--- config.mk ---
export PLATFORM = sky130hd
export DESIGN_NAME = spi_mem_slave_flat
export DESIGN_NICKNAME = d
export VERILOG_FILES = /design/src/rtl/spi_mem_if.sv /design/src/rtl/spi_mem_slave.sv /design/src/flat_wrapper.sv
export SDC_FILE = /design/constraint.sdc
export NUM_CORES = 1
export LEC_CHECK = 0
export ABC_AREA = 1
export CORE_MARGIN = 2
export CORE_UTILIZATION = 60
export DETAILED_ROUTE_END_ITERATION = 10
export PLACE_DENSITY_LB_ADDON = 0.1
export RECOVER_POWER = 100
export SETUP_SLACK_MARGIN = 0.05
export SYNTH_ARGS = -nofsm -noshare
export SYNTH_HDL_FRONTEND = slang
export SYNTH_SLANG_ARGS = --single-unit
--- constraint.sdc ---
create_clock -name clk -period 2.1 [get_ports clk]
set_input_delay 0.42 -clock clk [delete_from_list [all_inputs] [get_ports clk]]
set_output_delay 0.42 -clock clk [all_outputs]
set_load 0.005 [all_outputs]
--- src/rtl/spi_mem_if.sv ---
// Serial link between the SPI master and the memory target: chip select,
// data in both directions, and the two handshake pulses.
interface spi_mem_if;
  logic cs;
  logic mosi;
  logic miso;
  logic ready;
  logic op_done;

  modport master (output cs, output mosi, input miso, input ready, input op_done);
  modport slave  (input cs, input mosi, output miso, output ready, output op_done);
endinterface

--- src/rtl/spi_mem_slave.sv ---
// SPI memory target: deserialises LSB-first write/read frames into a 32 x 8
// register file, acks writes with op_done and answers reads with ready + 8 bits.
module spi_mem_slave (
  input  logic     clk,
  input  logic     rstn,
  spi_mem_if.slave bus
);
  localparam int DEPTH = 32;
  localparam int AW    = $clog2(DEPTH);

  typedef enum logic [2:0] {
    IDLE,
    RX_CMD,
    RX_ADDR,
    RX_DATA,
    WRITE,
    READ,
    TX_DATA
  } state_t;

  state_t     state_q, state_d;
  logic [3:0] cnt_q, cnt_d;
  logic       wr_q, wr_d;
  logic [7:0] addr_q, addr_d;
  logic [7:0] data_q, data_d;
  logic [7:0] tx_q, tx_d;
  logic       miso_q, miso_d;
  logic       ready_q, ready_d;
  logic       op_done_q, op_done_d;
  logic       mem_we;
  logic       addr_ok;
  logic [3:0] addr_last;
  logic [7:0] mem [DEPTH];

  // Upper address bits must be zero for the access to hit the register file.
  assign addr_ok   = (addr_q[7:AW] == '0);
  assign addr_last = wr_q ? 4'd7 : 4'd6;

  always_comb begin
    // NOTE: every signal gets a default first so no path leaves one unassigned (no latches).
    state_d   = state_q;
    cnt_d     = cnt_q;
    wr_d      = wr_q;
    addr_d    = addr_q;
    data_d    = data_q;
    tx_d      = tx_q;
    miso_d    = 1'b0;
    ready_d   = 1'b0;
    op_done_d = 1'b0;
    mem_we    = 1'b0;

    unique case (state_q)
      IDLE: begin
        if (!bus.cs) state_d = RX_CMD;
      end
      RX_CMD: begin
        if (bus.cs) begin
          state_d = IDLE;
        end else begin
          wr_d    = bus.mosi;
          addr_d  = '0;
          data_d  = '0;
          cnt_d   = '0;
          state_d = RX_ADDR;
        end
      end
      RX_ADDR: begin
        if (bus.cs) begin
          state_d = IDLE;
        end else begin
          addr_d[cnt_q[2:0]] = bus.mosi;
          cnt_d              = cnt_q + 4'd1;
          if (cnt_q == addr_last) begin
            cnt_d   = '0;
            state_d = wr_q ? RX_DATA : READ;
          end
        end
      end
      RX_DATA: begin
        if (bus.cs) begin
          state_d = IDLE;
        end else begin
          data_d[cnt_q[2:0]] = bus.mosi;
          cnt_d              = cnt_q + 4'd1;
          if (cnt_q == 4'd7) begin
            cnt_d   = '0;
            state_d = WRITE;
          end
        end
      end
      WRITE: begin
        // Out-of-range writes are dropped but still acknowledged.
        mem_we    = addr_ok;
        op_done_d = 1'b1;
        state_d   = IDLE;
      end
      READ: begin
        tx_d    = addr_ok ? mem[addr_q[AW-1:0]] : '0;
        ready_d = 1'b1;
        cnt_d   = '0;
        state_d = TX_DATA;
      end
      TX_DATA: begin
        if (cnt_q == 4'd8) begin
          state_d = IDLE;
        end else begin
          miso_d = tx_q[cnt_q[2:0]];
          cnt_d  = cnt_q + 4'd1;
        end
      end
      default: state_d = IDLE;
    endcase
  end

  always_ff @(posedge clk or negedge rstn) begin
    if (!rstn) begin
      state_q   <= IDLE;
      cnt_q     <= '0;
      wr_q      <= 1'b0;
      addr_q    <= '0;
      data_q    <= '0;
      tx_q      <= '0;
      miso_q    <= 1'b0;
      ready_q   <= 1'b0;
      op_done_q <= 1'b0;
    end else begin
      // NOTE: non-blocking so every register updates from the pre-edge values.
      state_q   <= state_d;
      cnt_q     <= cnt_d;
      wr_q      <= wr_d;
      addr_q    <= addr_d;
      data_q    <= data_d;
      tx_q      <= tx_d;
      miso_q    <= miso_d;
      ready_q   <= ready_d;
      op_done_q <= op_done_d;
    end
  end

  // NOTE: the register file sits in the async reset because it must read back zeros after rstn.
  always_ff @(posedge clk or negedge rstn) begin
    if (!rstn) begin
      for (int i = 0; i < DEPTH; i++) mem[i] <= '0;
    end else if (mem_we) begin
      mem[addr_q[AW-1:0]] <= data_q;
    end
  end

  assign bus.miso    = miso_q;
  assign bus.ready   = ready_q;
  assign bus.op_done = op_done_q;
endmodule
--- src/flat_wrapper.sv ---
// flat-port wrapper written by rule: the top's interface ports become plain ports
module spi_mem_slave_flat 
  (clk, rstn, bus_cs, bus_mosi, bus_miso, bus_ready, bus_op_done);
  spi_mem_if bus_i ();
  input  logic clk;
  input  logic rstn;
  input wire logic [$bits(bus_i.cs)-1:0] bus_cs;
  input wire logic [$bits(bus_i.mosi)-1:0] bus_mosi;
  output wire logic [$bits(bus_i.miso)-1:0] bus_miso;
  output wire logic [$bits(bus_i.ready)-1:0] bus_ready;
  output wire logic [$bits(bus_i.op_done)-1:0] bus_op_done;
  assign bus_i.cs = bus_cs;
  assign bus_i.mosi = bus_mosi;
  assign bus_miso = bus_i.miso;
  assign bus_ready = bus_i.ready;
  assign bus_op_done = bus_i.op_done;
  spi_mem_slave u_core (.clk(clk), .rstn(rstn), .bus(bus_i));
endmodule
---- Yosys cells after proc, flatten, opt, wreduce, memory -nomap -nowiden ----
Cells that the tools add are included.
operators by class
  add/subtract/negate cells ............... 1
  magnitude comparators ................... 4
  equality and inequality tests ........... 17
  multiplexer cells ....................... 40
  bitwise logic cells ..................... 2
  reductions and logical operators ........ 12
operator list
  kind                                                                      number
  256-bit bitwise mux                                                       1
  8-bit two-way mux                                                         7
  8-bit binary-select mux with 5-bit select                                 1
  8-bit demux with 5-bit select                                             1
  8-bit case mux with 2 select lines                                        2
  4-bit two-way mux                                                         6
  3-bit two-way mux                                                         7
  4-bit case mux with 5 select lines                                        1
  3-bit case mux with 6 select lines                                        1
  8-bit bitwise mux                                                         2
  2-bit inequality test (second input constant)                             5
  3-bit equality test (second input constant)                               3
  1-bit two-way mux                                                         8
  3-bit by 2-bit equality test with 1-bit output (second input constant)    2
  6-bit >= comparator (second input constant)                               1
  3-bit zero test                                                           2
  6-bit by 1-bit < comparator with 1-bit output (second input constant)     1
  3-bit by 2-bit inequality test with 1-bit output (second input constant)  2
  5-bit inverter with 6-bit output                                          1
  3-bit AND reduction                                                       2
  5-bit AND reduction                                                       1
  5-bit nonzero test                                                        1
  4-bit by 1-bit adder with 4-bit output (second input constant)            1
  4-bit by 3-bit equality test with 1-bit output (second input constant)    1
  other kinds (14)                                                          16
word-level totals
  register bits ........................... 291
  input bits .............................. 4
  logic and storage cells ................. 117

---- Logic depth before layout (Yosys ltp) ----
Gate-level depths: netlist (run 1).
  word-level depth ........................ 7
  depth in mapped cells ................... 14
  gate-level depth less buffers ........... 11

---- Worst setup path before layout (run 1) ----
Ideal clock, no wire load.
  kind .................................... register to register
  start point ............................. reg u_core.addr_q[1]
  end point ............................... reg u_core.tx_q[4]
  library setup time ...................... 0.065 ns
  arrival ................................. 1.613 ns
  data required time ...................... 2.035 ns
  slack ................................... 0.422 ns
  cell stages (with the launch flop) ...... 12
  buffers on the path ..................... 2
  clock period less this slack ............ 1.678 ns
  path through ............................ dfrtp_1 > inv_1 > clkbuf_1 > clkbuf_1 > nand2_1 > nand2_1 > nand2_1 > nand2_1 > nor2_1 > nand2_1 > nand2_1 > nand2_1
between the ends
  cells in the longest elaborated chain, start to end .. 5
RTL lines
  item                                                    RTL line              RTL
  start, declared                                         spi_mem_slave.sv:24   logic [7:0] addr_q, addr_d;
  start signal, assigned                                  spi_mem_slave.sv:131  addr_q <= addr_d;
  5-bit inverter with 6-bit output (implied by the code)  spi_mem_slave.sv:98   tx_d = addr_ok ? mem[addr_q[AW-1:0]] : '0;
  8-bit binary-select mux with 5-bit select               spi_mem_slave.sv:98
  8-bit two-way mux (implied by the code) (2 in series)   spi_mem_slave.sv:98
  8-bit two-way mux                                       spi_mem_slave.sv:98
  end signal, assigned                                    spi_mem_slave.sv:133  tx_q <= tx_d;
  end, declared                                           spi_mem_slave.sv:26   logic [7:0] tx_q, tx_d;
No other way between the ends. The select of a mux whose other input is x is not followed.
A chain may end at the register's enable or synchronous reset.

---- Final worst setup path (run 1) ----
  start point ............................. reg u_core.addr_q[0]
  end point ............................... reg u_core.mem[2] (netlist bit)
between the ends
  cells in the longest elaborated chain, start to end .. 6
  elaborated cells between the ends (all ways) .. 7
  those cells by class .................... order compare: 2; mux: 3; bitwise: 1; reduce/logical: 1
RTL lines
  item                                                                                                        RTL line              RTL
  5-bit inverter with 6-bit output (implied by the code) *                                                    spi_mem_slave.sv:145  mem[addr_q[AW-1:0]] <= data_q;
  6-bit >= comparator (implied by the code) or 6-bit by 1-bit < comparator with 1-bit output (tied branches)  spi_mem_slave.sv:145
  1-bit logical AND (implied by the code)                                                                     spi_mem_slave.sv:145
  8-bit two-way mux (implied by the code)                                                                     spi_mem_slave.sv:145
  8-bit demux with 5-bit select *                                                                             spi_mem_slave.sv:145
  256-bit bitwise mux *                                                                                       spi_mem_slave.sv:145
  end signal, assigned by index                                                                               spi_mem_slave.sv:145
  end, declared                                                                                               spi_mem_slave.sv:33   logic [7:0] mem [DEPTH];
Every way passes the cells marked *; elsewhere a longest branch is shown, timed or not.

==> results.yml, run 1 <==
sta:
  setup_ws_ns: 0.1386
  min_period_ns: 1.961
  setup_viol: 0
  fin_crit_sh_pct: 93.40
  hold_viol_final: 0
  rsz0062_at_grt: "true"
  fin_setup_tns_ns: 0
  max_freq_ghz: 0.5098
  fin_skew_ns: 0.01511
  slew_headroom_pct: 25.39
  slew_violations: 0
  worst_pin_slew_ns: 1.119
synth:
  yosysMostFrequentCell: "nand2_1"
  yosysSeqAreaShare_pct: 52.34
  netlist_instances: 1846
  synth-async-reset-ratio_pct: 100.0
  ys_top_cells_by_area: "dfrtp_1, nand2_1, o21ai_0"
  syn-num-nets: 1852
  synth_seq_cells: 291
  yosys-top-cells-count: "nand2_1, dfrtp_1, o21ai_0"
  synth_edf_count: 0
  synth_area_leader_cell: "dfrtp_1"
  yosysWarnings: 0
  ys.flop_type: "dfrtp_1"
  post-synth-top-area-fraction_pct: 52.34
  ys_types: 26
  synthesis.area_um2: 13910
  synth_area_per_cell_um2: 7.537
critical_path:
  path_max_fanout: 29
  crit_path_max_incr_delay_ns: 0.56
  crit_slowest_cell: "dfrtp_1"
  required_ns: 2.51
  crit_buf_inv: 3
  path_delay_family: "buffers and inverters"
  worst_setup_path_end_kind: "flop"
  arrival_ns: 2.38
  rr_startpoint: "u_core.addr_q[0]"
  startpoint: "u_core.addr_q[0]"
  startpoint_type: "flop"
  crit_chain: "inv_4 -> buf_12 -> nor3_4 -> buf_4 -> nand2_2 -> nand2_1 -> o21ai_0"
  crit_type: "reg -> reg"
floorplan:
  core.rowCount: 55
  ios: 7
  die_y_um: 156.3
  die_x_um: 156.3
  core_area_um2: 22710
  design.die.area_um2: 24420
  initial_core_util_pct: 61.27
worst_hold_path:
  hold_start: "u_core.mem[150]"
  hp-class: "reg -> reg"
placement:
  post-dp-hpwl_um: 22910
  gp_congestion: 0.9307
  io_buffers: 6
  pre_cts_slack_ns: 0.0005411
  placed_area_um2: 14270
power:
  power_leakage_nw: 7.829
  irDropWorstVdd_mv: 0.8975
  p_per_area_nw_per_um2: 925.2
global_route:
  grt_antenna_before_repair: 0
  first_global_vias: 11280
  grt_max_degree: 60
  grt_pass1_wl_um: 59750
  track_usage_pct: 30.97
  overflow: 0
drt:
  ant_nets: 0
  vias: 11850
  drc: 0
  drt-wirelength-per-cell_um: 16.92
  drt-initial-drc-count: 1087
  firstDrtPassIters: 6
  wl_um: 36230
  vias_per_cell: 5.536
clock_tree:
  cts_sinks: 291
  cts.clk_slew.worst_paths_ns: 0.06
  clock-root-buffer: "clkbuf_16"
  cts_max_level: 1
  cts_max_path_buffers: 3
  numCtsBuffers: 31
  clkLatencyLatePin_ns: 0.56
  tritoncts: "yes"
run_status:
  status: "finished clean"
run:
  maxCapViolCount: 0
final_layout:
  drive_gt1_share_pct: 8.028
  fin_area_um2: 15330
  n_fill_cell: 1973
  fin_nets: 1839
  area_growth_pct: 10.15
  antenna_cells: 0
kinds of logic after synthesis:
group / share of synthesized area, %
and+or+nand+nor: 30.63
AOI/OAI and AO/OA: 10.99
DFF: 52.34
buffers and inverters: 5.800
adders and majority gates: 0.1798
xor gates and xnor gates: 0.06296
final timing paths:
check | endpoint | slack (ns) | cells past startpoint
worst max-delay path | u_core.mem[2] | 0.14 | 7
worst max register to register | u_core.mem[2] | 0.14 | 7
worst min register to register | u_core.mem[150] | 0.48 | 2
max in group asynchronous | u_core.mem[251] | 0.26 | 4
worst min-delay path | u_core.mem[150] | 0.48 | 2
min in group asynchronous | u_core.mem[101] | 0.63 | 2
power by group:
| group | leakage (nW) | switching [mW] | total (mW) | internal [mW] |
|---|---|---|---|---|
| Clock | 0.497 | 2.23 | 5.39 | 3.16 |
| Combinational | 3.29 | 2.09 | 2.81 | 0.725 |
| Sequential | 4.04 | 0.172 | 5.98 | 5.81 |
state kept, by name, indices dropped and copies added, names as in the netlist:
| signal | flops |
|---|---|
| u_core.mem | 256 |
| u_core.addr_q | 8 |
| u_core.data_q | 8 |
| u_core.tx_q | 8 |
| u_core.cnt_q | 4 |
| u_core.state_q | 3 |
| u_core.bus.miso | 1 |
| u_core.bus.op_done | 1 |
| u_core.bus.ready | 1 |
| u_core.wr_q | 1 |
tightest hold or removal path, cell delays in order (launching register included):
cell,delay (ns)
dfrtp_1,0.34
nand2_1,0.05
o21ai_0,0.06
through the flow:
step / utilization (%) / hold slack, ns / power [mW] / std cells
finish: 67.49 / 0.4836 / 14.18 / 2141
global route: 67.49 / 0.4964 / 14.80 / 2141
CTS: 67.58 / 0.3453 / 14.27 / 2141
detailed placement: 62.82 / 0.3301 / 8.871 / 2084
global placement: 62.82 / 0.3305 / 8.863 / 2084
floorplan: - / 0.1244 / 7.754 / 1846
cell type report:
type / instances / area [µm²] / area share [%]
Timing Repair Buffer: 63 / 613.1 / 4.000
Tap cell: 285 / 356.6 / 2.327
Clock inverter: 14 / 133.9 / 0.8735
Inverter: 36 / 137.6 / 0.8980
Multi-Input combinational cell: 1410 / 5924 / 38.66
Sequential cell: 291 / 7283 / 47.52
Clock buffer: 42 / 877.1 / 5.723
layer usage:
metal	part of all wire (%)	global-route usage, %	wire length (µm)
met1	45	43.97	16180
met2	47	50.37	17030
met3	5.2	3.379	1899
met4	3.1	10.31	1124
met5	0	0	0
placed cells by master, fill, tap and decap left out, drive strengths merged:
cell type      netlist  routed
a211oi               1       1
a21oi               13      13
a22oi                1       1
buf                 51      47
bufinv               0       2
clkbuf              58      52
clkdlybuf4s50        0       2
clkinv               1       9
clkinvlp             0       3
dfrtp              291     291
dlygate4sd3          0       4
ha                   2       2
inv                 35      36
nand2             1041    1041
nand3               15      15
nand3b               1       1
nand4                2       2
nor2                31      31
nor3                13      13
nor4                 1       1
o21a                 1       1
o21ai              278     278
o22ai                8       8
or2                  1       1
xor2                 1       1
what timing repair did:
action | in CTS | in global routing
resized for setup | 24 | 16
endpoints found under the hold margin | 31 | 0
hold buffers | 1 | 0
endpoints found under the setup margin | 175 | 212
cloned | 0 | 0
setup buffers | 0 | 0
Note: power is estimated with default switching activity, not from simulation.
==> run 2: changes to the inputs <==
--- a/config.mk
+++ b/config.mk
@@ -8,6 +8,7 @@
 export ABC_AREA = 1
 export CORE_MARGIN = 2
 export CORE_UTILIZATION = 60
+export CTS_CLUSTER_DIAMETER = 120
 export DETAILED_ROUTE_END_ITERATION = 10
 export PLACE_DENSITY_LB_ADDON = 0.1
 export RECOVER_POWER = 100
==> constraint.sdc (replaced) <==
create_clock -name clk -period 2.5 [get_ports clk]
set_input_delay 0.5 -clock clk [delete_from_list [all_inputs] [get_ports clk]]
set_output_delay 0.5 -clock clk [all_outputs]
set_load 0.005 [all_outputs]
==> run 2 against run 1 <==
Die area unchanged. Highest routed layer unchanged. Combinational power decreased by 20%. Cell count decreased by 0.61%. Largest power group unchanged. Total power decreased by 16%. Final area decreased by 1.7%. Sequential share of layout area increased by 0.85 points. Worst hold slack got worse by 0.0011 ns.
==> results.yml, run 2 (synthesized netlist as in run 1, its figures left out) <==
drt:
  wl_um: 36110
  drt-initial-drc-count: 1206
  firstDrtPassIters: 5
  drc: 0
  drt-wirelength-per-cell_um: 16.97
  vias_per_cell: 5.506
  vias: 11720
  ant_nets: 0
global_route:
  first_global_vias: 11120
  grt_max_degree: 70
  grt_pass1_wl_um: 59260
  grt_antenna_before_repair: 0
  overflow: 0
  track_usage_pct: 30.78
clock_tree:
  numCtsBuffers: 30
  clkLatencyLatePin_ns: 0.56
  clock-root-buffer: "clkbuf_16"
  cts_sinks: 291
  cts_max_level: 1
  cts.clk_slew.worst_paths_ns: 0.06
  cts_max_path_buffers: 3
  tritoncts: "yes"
power:
  p_per_area_nw_per_um2: 788.9
  power_leakage_nw: 7.678
  irDropWorstVdd_mv: 0.7282
critical_path:
  arrival_ns: 2.90
  path_max_fanout: 16
  crit_type: "reg -> reg"
  startpoint_type: "flop"
  worst_setup_path_end_kind: "flop"
  required_ns: 2.91
sta:
  setup_viol: 0
  max_freq_ghz: 0.4012
  min_period_ns: 2.493
  setup_ws_ns: 0.007339
  hold_ws_ns: 0.4825
  fin_crit_sh_pct: 99.71
  rsz0062_at_grt: "true"
  worst_pin_slew_ns: 1.175
  slew_violations: 0
  slew_headroom_pct: 21.66
  fin_skew_ns: 0.01057
  hold_viol_final: 0
floorplan:
  core_area_um2: 22710
  die_x_um: 156.3
  initial_core_util_pct: 61.27
  ios: 7
  core.rowCount: 55
  die_y_um: 156.3
  design.die.area_um2: 24420
final_layout:
  fin_cells: 2128
  drive_gt1_share_pct: 5.914
  fin_util_pct: 66.34
  final_common_cell: "nand2_1"
  fin_nets: 1826
  fin_area_um2: 15060
  final_cell_mix: "nand2_1, dfrtp_1, o21ai_0"
  regMostFlops: "u_core.mem"
  area_growth_pct: 8.273
  antenna_cells: 0
  largest_reg_flops: 256
  n_fill_cell: 1970
placement:
  placed_area_um2: 14070
  dp_cells: 2070
  gp_congestion: 0.8870
  pre_cts_slack_ns: 0.09509
  post-dp-hpwl_um: 22090
  io_buffers: 6
worst_hold_path:
  hp-class: "reg -> reg"
run:
  maxCapViolCount: 0
run_status:
  status: "finished clean"
## run 2: cell types whose count changed in the layout (fill, tap and decap cells not counted), sizes merged
cell / previous run / this run
clkbuf: 52 / 56
inv: 36 / 35
clkinvlp: 3 / 1
clkinv: 9 / 13
buf: 47 / 29
## run 2: per-layer routing
layer / GRT usage [%] / wire, µm
met4: 9.262 / 1054
met3: 4.265 / 2251
met1: 43.51 / 15800
met5: 0 / 0
met2: 50.03 / 17000
## run 2: final timing paths
| check | start | end | slack (ns) | cells after the start |
|---|---|---|---|---|
| setup / recovery | u_core.state_q[1] | u_core.mem[207] | 0.007 | 8 |
| hold / removal | u_core.mem[65] | u_core.mem[65] | 0.48 | 2 |
| setup reg to reg | u_core.state_q[1] | u_core.mem[207] | 0.007 | 8 |
| hold reg to reg | u_core.mem[65] | u_core.mem[65] | 0.48 | 2 |
| max in group asynchronous | rstn | u_core.mem[26] | 0.28 | 3 |
| min in group asynchronous | rstn | u_core.mem[112] | 0.73 | 2 |
## run 2: power breakdown
group          switching (mW)  internal [mW]  leakage (nW)  total [mW]
Sequential              0.158           4.89          4.04        5.04
Combinational            1.73          0.514          3.12        2.24
Clock                    1.88           2.72         0.522        4.60
## run 2: worst max-delay path, cell delays in order (launching register included)
cell and delay [ns]:
dfrtp_1 0.43, inv_1 0.11, nand2_1 0.07, nor2_1 0.20, nand2_2 0.19, nor3_4 0.54, nand2_1 0.50, nand2_1 0.19
o21ai_0 0.11
## run 2: cell type report
class | instances | area, µm² | area share [%]
clock buffer | 40 | 899.6 | 5.972
clock inverter | 15 | 135.1 | 0.8970
inverter | 36 | 137.6 | 0.9136
multi-input combinational | 1410 | 5824 | 38.66
sequential | 291 | 7287 | 48.37
tap | 285 | 356.6 | 2.367
timing repair buffer | 51 | 424.2 | 2.816
## run 2: stage by stage
stage | setup TNS, ns | power (mW)
floorplan | 0 | 6.513
global placement | 0 | 7.359
detailed placement | 0 | 7.367
CTS | 0 | 11.97
global route | -8.456 | 12.41
finish | 0 | 11.88
## run 2: timing repair
action	CTS	global route
hold buffers	1	0
endpoints found under the setup margin	1	166
hold endpoints to repair	37	0
setup buffers	0	2
gates cloned	0	0
pin swaps	0	0
resized for setup	1	6
